[config.mk]
export PLATFORM = sky130hd
export DESIGN_NAME = reset_sequencer
export DESIGN_NICKNAME = d
export VERILOG_FILES = /design/src/rtl/reset_sequencer_pkg.sv /design/src/rtl/reset_sequencer_bit_sync.sv /design/src/rtl/reset_sequencer.sv
export SDC_FILE = /design/constraint.sdc
export NUM_CORES = 1
export LEC_CHECK = 0
export BUFFER_PORTS_ARGS = -buffer_cell sky130_fd_sc_hd__buf_2
export CELL_PAD_IN_SITES_DETAIL_PLACEMENT = 1
export CELL_PAD_IN_SITES_GLOBAL_PLACEMENT = 1
export CORE_ASPECT_RATIO = 0.7
export CORE_UTILIZATION = 41
export CTS_CLUSTER_SIZE = 28
export DETAILED_ROUTE_END_ITERATION = 8
export PLACE_DENSITY = 0.74
export SYNTH_ARGS = -nofsm -noshare
export SYNTH_HDL_FRONTEND = slang
export SYNTH_SLANG_ARGS = --single-unit
[constraint.sdc]
create_clock -name clk -period 1.9 [get_ports clk]
set_input_delay 0.38 -clock clk [delete_from_list [all_inputs] [get_ports clk]]
set_output_delay 0.38 -clock clk [all_outputs]
set_load 0.05 [all_outputs]
[src/rtl/reset_sequencer_pkg.sv]
// Purpose: shared state encodings and sizing helper for the reset sequencer.
// Latency: n/a (declarations only).
// Backpressure: n/a.
package rst_seq_pkg;

    // Sequencer FSM states (fixed encodings so the state is easy to decode in a waveform)
    localparam logic [2:0] S_WAIT_LOCK = 3'd0;
    localparam logic [2:0] S_STABLE    = 3'd1;
    localparam logic [2:0] S_RELEASE   = 3'd2;
    localparam logic [2:0] S_WAIT_RDY  = 3'd3;
    localparam logic [2:0] S_GAP       = 3'd4;
    localparam logic [2:0] S_DONE      = 3'd5;
    localparam logic [2:0] S_TIMEOUT   = 3'd6;
    localparam logic [2:0] S_HALT      = 3'd7;

    // One shared cycle counter serves the lock-stable, ready-wait and gap phases,
    // so it must hold the largest of the three limits.
    function automatic int cnt_width(input int stable_len, input int rdy_timeout,
                                     input int stage_gap);
        int m;
        m = (stable_len > rdy_timeout) ? stable_len : rdy_timeout;
        m = (m > stage_gap) ? m : stage_gap;
        return $clog2(m + 1);
    endfunction

endpackage

[src/rtl/reset_sequencer_bit_sync.sv]
// Purpose: WIDTH-bit two-flop synchroniser with synchronous clear.
// Latency: 2 cycles from d to q.
// Backpressure: none; samples every cycle.
// Ports: clk, rst (sync active-high clear), d (async inputs), q (synchronised outputs).
module bit_sync #(
    parameter int WIDTH = 1
) (
    input  logic             clk,
    input  logic             rst,
    input  logic [WIDTH-1:0] d,
    output logic [WIDTH-1:0] q
);

    logic [WIDTH-1:0] meta_q;
    logic [WIDTH-1:0] sync_q;

    always_ff @(posedge clk) begin
        if (rst) begin
            meta_q <= '0;
            sync_q <= '0;
        end else begin
            meta_q <= d;
            sync_q <= meta_q;
        end
    end

    assign q = sync_q;

endmodule

[src/rtl/reset_sequencer.sv]
// Purpose: releases per-subsystem resets in index order once the clock is locked and stable,
//          waiting for each stage's ready before the next; restarts on lock loss, timeout or dropout.
// Latency: lock (synchronised) to stage_rst[0] release = STABLE_LEN + 2 cycles; async inputs add 2 sync cycles.
// Backpressure: none; each stage's ready acts as the acknowledge gating the next release.
// Ports: clk, rst (sync active-high), locked, stage_rdy[STAGES] (async in);
//        stage_rst[STAGES] (active-high, registered), done, fault (sticky), retry_cnt (out).
module reset_sequencer
    import rst_seq_pkg::*;
#(
    parameter int STAGES      = 3,
    parameter int STABLE_LEN  = 1000,
    parameter int STAGE_GAP   = 16,
    parameter int RDY_TIMEOUT = 65535,
    parameter int MAX_RETRIES = 3
) (
    input  logic                               clk,
    input  logic                               rst,
    input  logic                               locked,
    input  logic [STAGES-1:0]                  stage_rdy,
    output logic [STAGES-1:0]                  stage_rst,
    output logic                               done,
    output logic                               fault,
    output logic [$clog2(MAX_RETRIES+1)-1:0]   retry_cnt
);

    localparam int CW   = cnt_width(STABLE_LEN, RDY_TIMEOUT, STAGE_GAP);
    localparam int KW   = (STAGES > 1) ? $clog2(STAGES) : 1;
    localparam int RCW  = $clog2(MAX_RETRIES + 1);

    localparam logic [CW-1:0]  STABLE_LAST = CW'(STABLE_LEN - 1);
    localparam logic [CW-1:0]  RDY_LAST    = CW'(RDY_TIMEOUT - 1);
    localparam logic [CW-1:0]  GAP_LAST    = CW'(STAGE_GAP - 1);
    localparam logic [KW-1:0]  K_LAST      = KW'(STAGES - 1);
    localparam logic [RCW-1:0] RC_MAX      = RCW'(MAX_RETRIES);

    logic              lk;
    logic [STAGES-1:0] rdy;

    bit_sync #(.WIDTH(1)) u_lock_sync (
        .clk (clk),
        .rst (rst),
        .d   (locked),
        .q   (lk)
    );

    bit_sync #(.WIDTH(STAGES)) u_rdy_sync (
        .clk (clk),
        .rst (rst),
        .d   (stage_rdy),
        .q   (rdy)
    );

    logic [2:0]        state_q,     state_d;
    logic [CW-1:0]     cnt_q,       cnt_d;
    logic [KW-1:0]     k_q,         k_d;
    logic [STAGES-1:0] stage_rst_q, stage_rst_d;
    logic              done_q,      done_d;
    logic              fault_q,     fault_d;
    logic [RCW-1:0]    retry_q,     retry_d;

    logic [STAGES-1:0] prior_mask;   // stages already released and acknowledged (index < k)
    logic              dropout;      // an acknowledged stage lost its ready
    logic              restart;      // retry-counted restart request

    always_comb begin
        prior_mask = '0;
        for (int j = 0; j < STAGES; j++) begin
            prior_mask[j] = (KW'(j) < k_q);
        end
        dropout = |(prior_mask & ~rdy);
    end

    always_comb begin
        state_d     = state_q;
        cnt_d       = cnt_q;
        k_d         = k_q;
        stage_rst_d = stage_rst_q;
        fault_d     = fault_q;
        retry_d     = retry_q;
        restart     = 1'b0;

        case (state_q)
            S_WAIT_LOCK: begin
                stage_rst_d = '1;
                cnt_d       = '0;
                k_d         = '0;
                if (lk) begin
                    state_d = S_STABLE;
                end
            end
            S_STABLE: begin
                if (cnt_q == STABLE_LAST) begin
                    cnt_d   = '0;
                    k_d     = '0;
                    state_d = S_RELEASE;
                end else begin
                    cnt_d = cnt_q + 1'b1;
                end
            end
            S_RELEASE: begin
                stage_rst_d[k_q] = 1'b0;
                cnt_d            = '0;
                state_d          = S_WAIT_RDY;
            end
            S_WAIT_RDY: begin
                // ready is checked before the timeout compare so a coincident ready wins
                if (dropout) begin
                    restart = 1'b1;
                end else if (rdy[k_q]) begin
                    cnt_d   = '0;
                    state_d = (k_q == K_LAST) ? S_DONE : S_GAP;
                end else if (cnt_q == RDY_LAST) begin
                    state_d = S_TIMEOUT;
                end else begin
                    cnt_d = cnt_q + 1'b1;
                end
            end
            S_GAP: begin
                if (dropout) begin
                    restart = 1'b1;
                end else if (cnt_q == GAP_LAST) begin
                    cnt_d   = '0;
                    k_d     = k_q + 1'b1;
                    state_d = S_RELEASE;
                end else begin
                    cnt_d = cnt_q + 1'b1;
                end
            end
            S_DONE: begin
                if (!(&rdy)) begin
                    restart = 1'b1;
                end
            end
            S_TIMEOUT: begin
                restart = 1'b1;
            end
            S_HALT: begin
                stage_rst_d = '1;
            end
            default: begin
                state_d = S_WAIT_LOCK;
            end
        endcase

        // Timeouts and ready dropouts share one path: re-assert everything and
        // either burn a retry or give up for good.
        if (restart) begin
            stage_rst_d = '1;
            cnt_d       = '0;
            if (retry_q == RC_MAX) begin
                fault_d = 1'b1;
                state_d = S_HALT;
            end else begin
                retry_d = retry_q + 1'b1;
                state_d = S_WAIT_LOCK;
            end
        end

        // Lock loss overrides everything and is not charged as a retry.
        if (!lk && (state_q != S_WAIT_LOCK) && (state_q != S_HALT)) begin
            state_d     = S_WAIT_LOCK;
            stage_rst_d = '1;
            cnt_d       = '0;
            fault_d     = fault_q;
            retry_d     = retry_q;
        end

        done_d = (state_d == S_DONE);
    end

    always_ff @(posedge clk) begin
        if (rst) begin
            state_q     <= S_WAIT_LOCK;
            cnt_q       <= '0;
            k_q         <= '0;
            stage_rst_q <= '1;
            done_q      <= 1'b0;
            fault_q     <= 1'b0;
            retry_q     <= '0;
        end else begin
            state_q     <= state_d;
            cnt_q       <= cnt_d;
            k_q         <= k_d;
            stage_rst_q <= stage_rst_d;
            done_q      <= done_d;
            fault_q     <= fault_d;
            retry_q     <= retry_d;
        end
    end

    assign stage_rst = stage_rst_q;
    assign done      = done_q;
    assign fault     = fault_q;
    assign retry_cnt = retry_q;

endmodule
==> impl_metrics.yaml <==
worst_setup_path:
  startpoint_type: "register"
  crit_slowest_cell: "nor3_1"
  cp_max_fo: 6
  required_ps: 2080
  critPathMaxStageDelay_ps: 460
  path_cells: "nor3_1, and4_4, o221a_4, nor2_4, buf_4, nand3_1, o311ai_2"
  crit_arrival_ps: 2390
  crit_type: "reg -> reg"
  worstReg2RegStart: "cnt_q[15]$_SDFFE_PP0P_"
  endpoint_kind: "register"
  startpoint: "cnt_q[15]$_SDFFE_PP0P_"
sta:
  slew_violations: 0
  final-setup-viol-count: 23
  finalCriticalPeriod_ps: 2200
  worst_slew_pin_slew_ps: 490
  rsz0062_at_grt: "true"
  skew_ps: 16.6
  setup_tns_ps: -4230
  finalCritPeriodShare_pct: 116
  worst_slack_ps: -303
  max_slew_margin_pct: 67.1
  max_freq_mhz: 454
  hold_viol_final: 0
outcome:
  status: "complete, but fails checks"
  violations: "setup timing"
cells_and_area:
  drive_gt1_share_pct: 56.0
  final_cell_mix: "buf_4, dfxtp_1, nor2_1, nand2_1"
  regArea_um2: 746
  diodes: 0
  multiInputGateArea_mm2: 0.00160
  final_nets: 344
  layout_commonest_cell: "buf_4"
  stdcell_count: 387
  syn_to_final_growth_pct: 65.9
  n_fill_cell: 453
  fin_area_mm2: 0.00332
route:
  firstDrtPassIters: 5
  wire_per_inst_um: 31.7
  routed_wl_um: 12300
  via_count: 2745
  drc: 0
  antenna_left: 0
  drt_iter0_markers: 246
  viasPerCell: 7.09
floorplan:
  row_count: 20
  num_io_pins: 13
  initial_utilization_pct: 44.4
  die_area_mm2: 0.00517
  coreArea_mm2: 0.00450
  dieHeight_um: 60.5
  fp.dieW_um: 85.5
clocking:
  cts_sinks: 36
  tritoncts: "done"
  clk_latency_ps: 330
  cts-buffers-inserted: 5
  cts_buffer_depth: 2
  cts_hold_buf: 0
  htree_levels: 2
  cts_root_buffer: "clkbuf_8"
  clk_pin_slew_worst_paths_ps: 90
placement:
  dpl-instance-area_mm2: 0.00262
  portBuffers: 12
  gp_congestion: 0.850
  place_hpwl_um: 5260
  dp.cells: 360
synthesis:
  synth_area_mm2: 0.00200
  ys_types: 54
  synth-edff-count: 0
  synth-seq-cells: 36
  syn_inst: 234
  synth.net_count: 247
  synth_area_per_cell_um2: 8.56
  yosysWarnings: 0
  yosysSeqAreaShare_pct: 36.0
  async_reset_ff_share_pct: 0
  synth_flop_cell: "dfxtp_1"
pwr:
  power_density_mw_per_mm2: 503
  p_leak_nw: 1.29
  peakVddDrop_uv: 555
  power_mw: 1.67
grt:
  grt_start_max_net_pins: 14
  track_usage_pct: 41.4
  grt_pass1_vias: 2650
  antenna_found_initial: 0
  grt_remaining_overflow: 0
  grt_pass1_wl_um: 15300
hold_path:
  min-delay-start: "locked"
  timing.hold.worst.class: "in -> reg"
flow_run:
  maxCapViolCount: 0
## registers in the layout, indices dropped and copies added, names as in the netlist
register / flops
u_rdy_sync.q: 3
fault: 1
cnt_q: 16
retry_cnt: 2
k_q: 2
u_rdy_sync.meta_q: 3
done: 1
u_lock_sync.meta_q: 1
state_q: 3
u_lock_sync.q: 1
stage_rst: 3
## final timing paths
path                                    to  depth (start not counted)  slack [ps]
max                  cnt_q[9]$_SDFFE_PP0P_                          7        -300
min          u_lock_sync.meta_q$_SDFF_PP0_                          2         260
max reg2reg          cnt_q[9]$_SDFFE_PP0P_                          7        -300
min reg2reg     u_rdy_sync.q[0]$_SDFF_PP0_                          1         470
## power breakdown
part / switching, mW / internal (mW) / total, mW
logic: 0.0882 / 0.0686 / 0.157
registers: 0.0160 / 0.758 / 0.774
clock network: 0.352 / 0.389 / 0.741
## metrics by stage
| stage | hold WS (ps) | utilization, % | setup slack (ps) |
|---|---|---|---|
| 2_1_floorplan | 414 | - | -4.69 |
| 4_1_cts | 279 | 68.1 | -68.2 |
| 3_3_place_gp | 416 | 58.3 | -119 |
| 3_5_place_dp | 425 | 58.3 | -193 |
| 6_report | 256 | 73.8 | -303 |
| 5_1_grt | 267 | 73.8 | -299 |
## synth_stat cells, drive strengths merged (4+ instances only)
cell type	n	area share [%]
nand2	17	3.3
ha	7	4.4
nor3	6	1.5
inv	11	2.1
nor2	20	4.1
nand3	18	5.1
o21ai	18	4.5
nand4	8	2.5
nor2b	12	3.7
dfxtp	36	36
o22ai	4	1.2
buf	6	1.9
or3	4	1.5
a21oi	11	2.9
mux2i	4	2.0
## critical path, delay by kind of cell, from the launching register on
family | cells | cell delay [ps]
compound gates | 2 | 430
simple gates | 4 | 1060
buf+inv | 1 | 160
flops | 1 | 410
## final cells by class
cell class	count	area share [%]
tap	55	2.07
inverter	11	1.47
sequential	36	22.4
multi-input combinational	180	48.0
timing repair buffer	97	22.6
clock buffer	5	2.07
clock inverter	3	1.28
## per-layer routing
metal | track usage, % | up-vias | wire [um]
li1 | - | 1068 | -
met1 | 49.1 | 1314 | 4820
met2 | 69.6 | 262 | 5190
met3 | 10.5 | 101 | 1340
met4 | 26.0 | 0 | 897
met5 | 0 | - | 0
## cells by family (layout without fill, tap and decap cells)
logic type                 Yosys count  in the layout  share of synthesized area, %
and+or+nand+nor                    108            109                          30.6
AOI/OAI and AO/OA                   57             58                          21.6
DFF                                 36             36                          36.0
buffers and inverters               20            116                          4.50
adders and majority gates            7              7                          4.37
muxes                                5              5                          2.56
xor gates and xnor gates             1              1                         0.438
## what timing repair did
action	4_1_cts	5_1_grt
buffers inserted	7	10
cloned	2	0
endpoints found under the setup margin	25	26
pin swaps	14	11
resized for setup	59	45
Note: power is estimated with default switching activity, not from simulation.
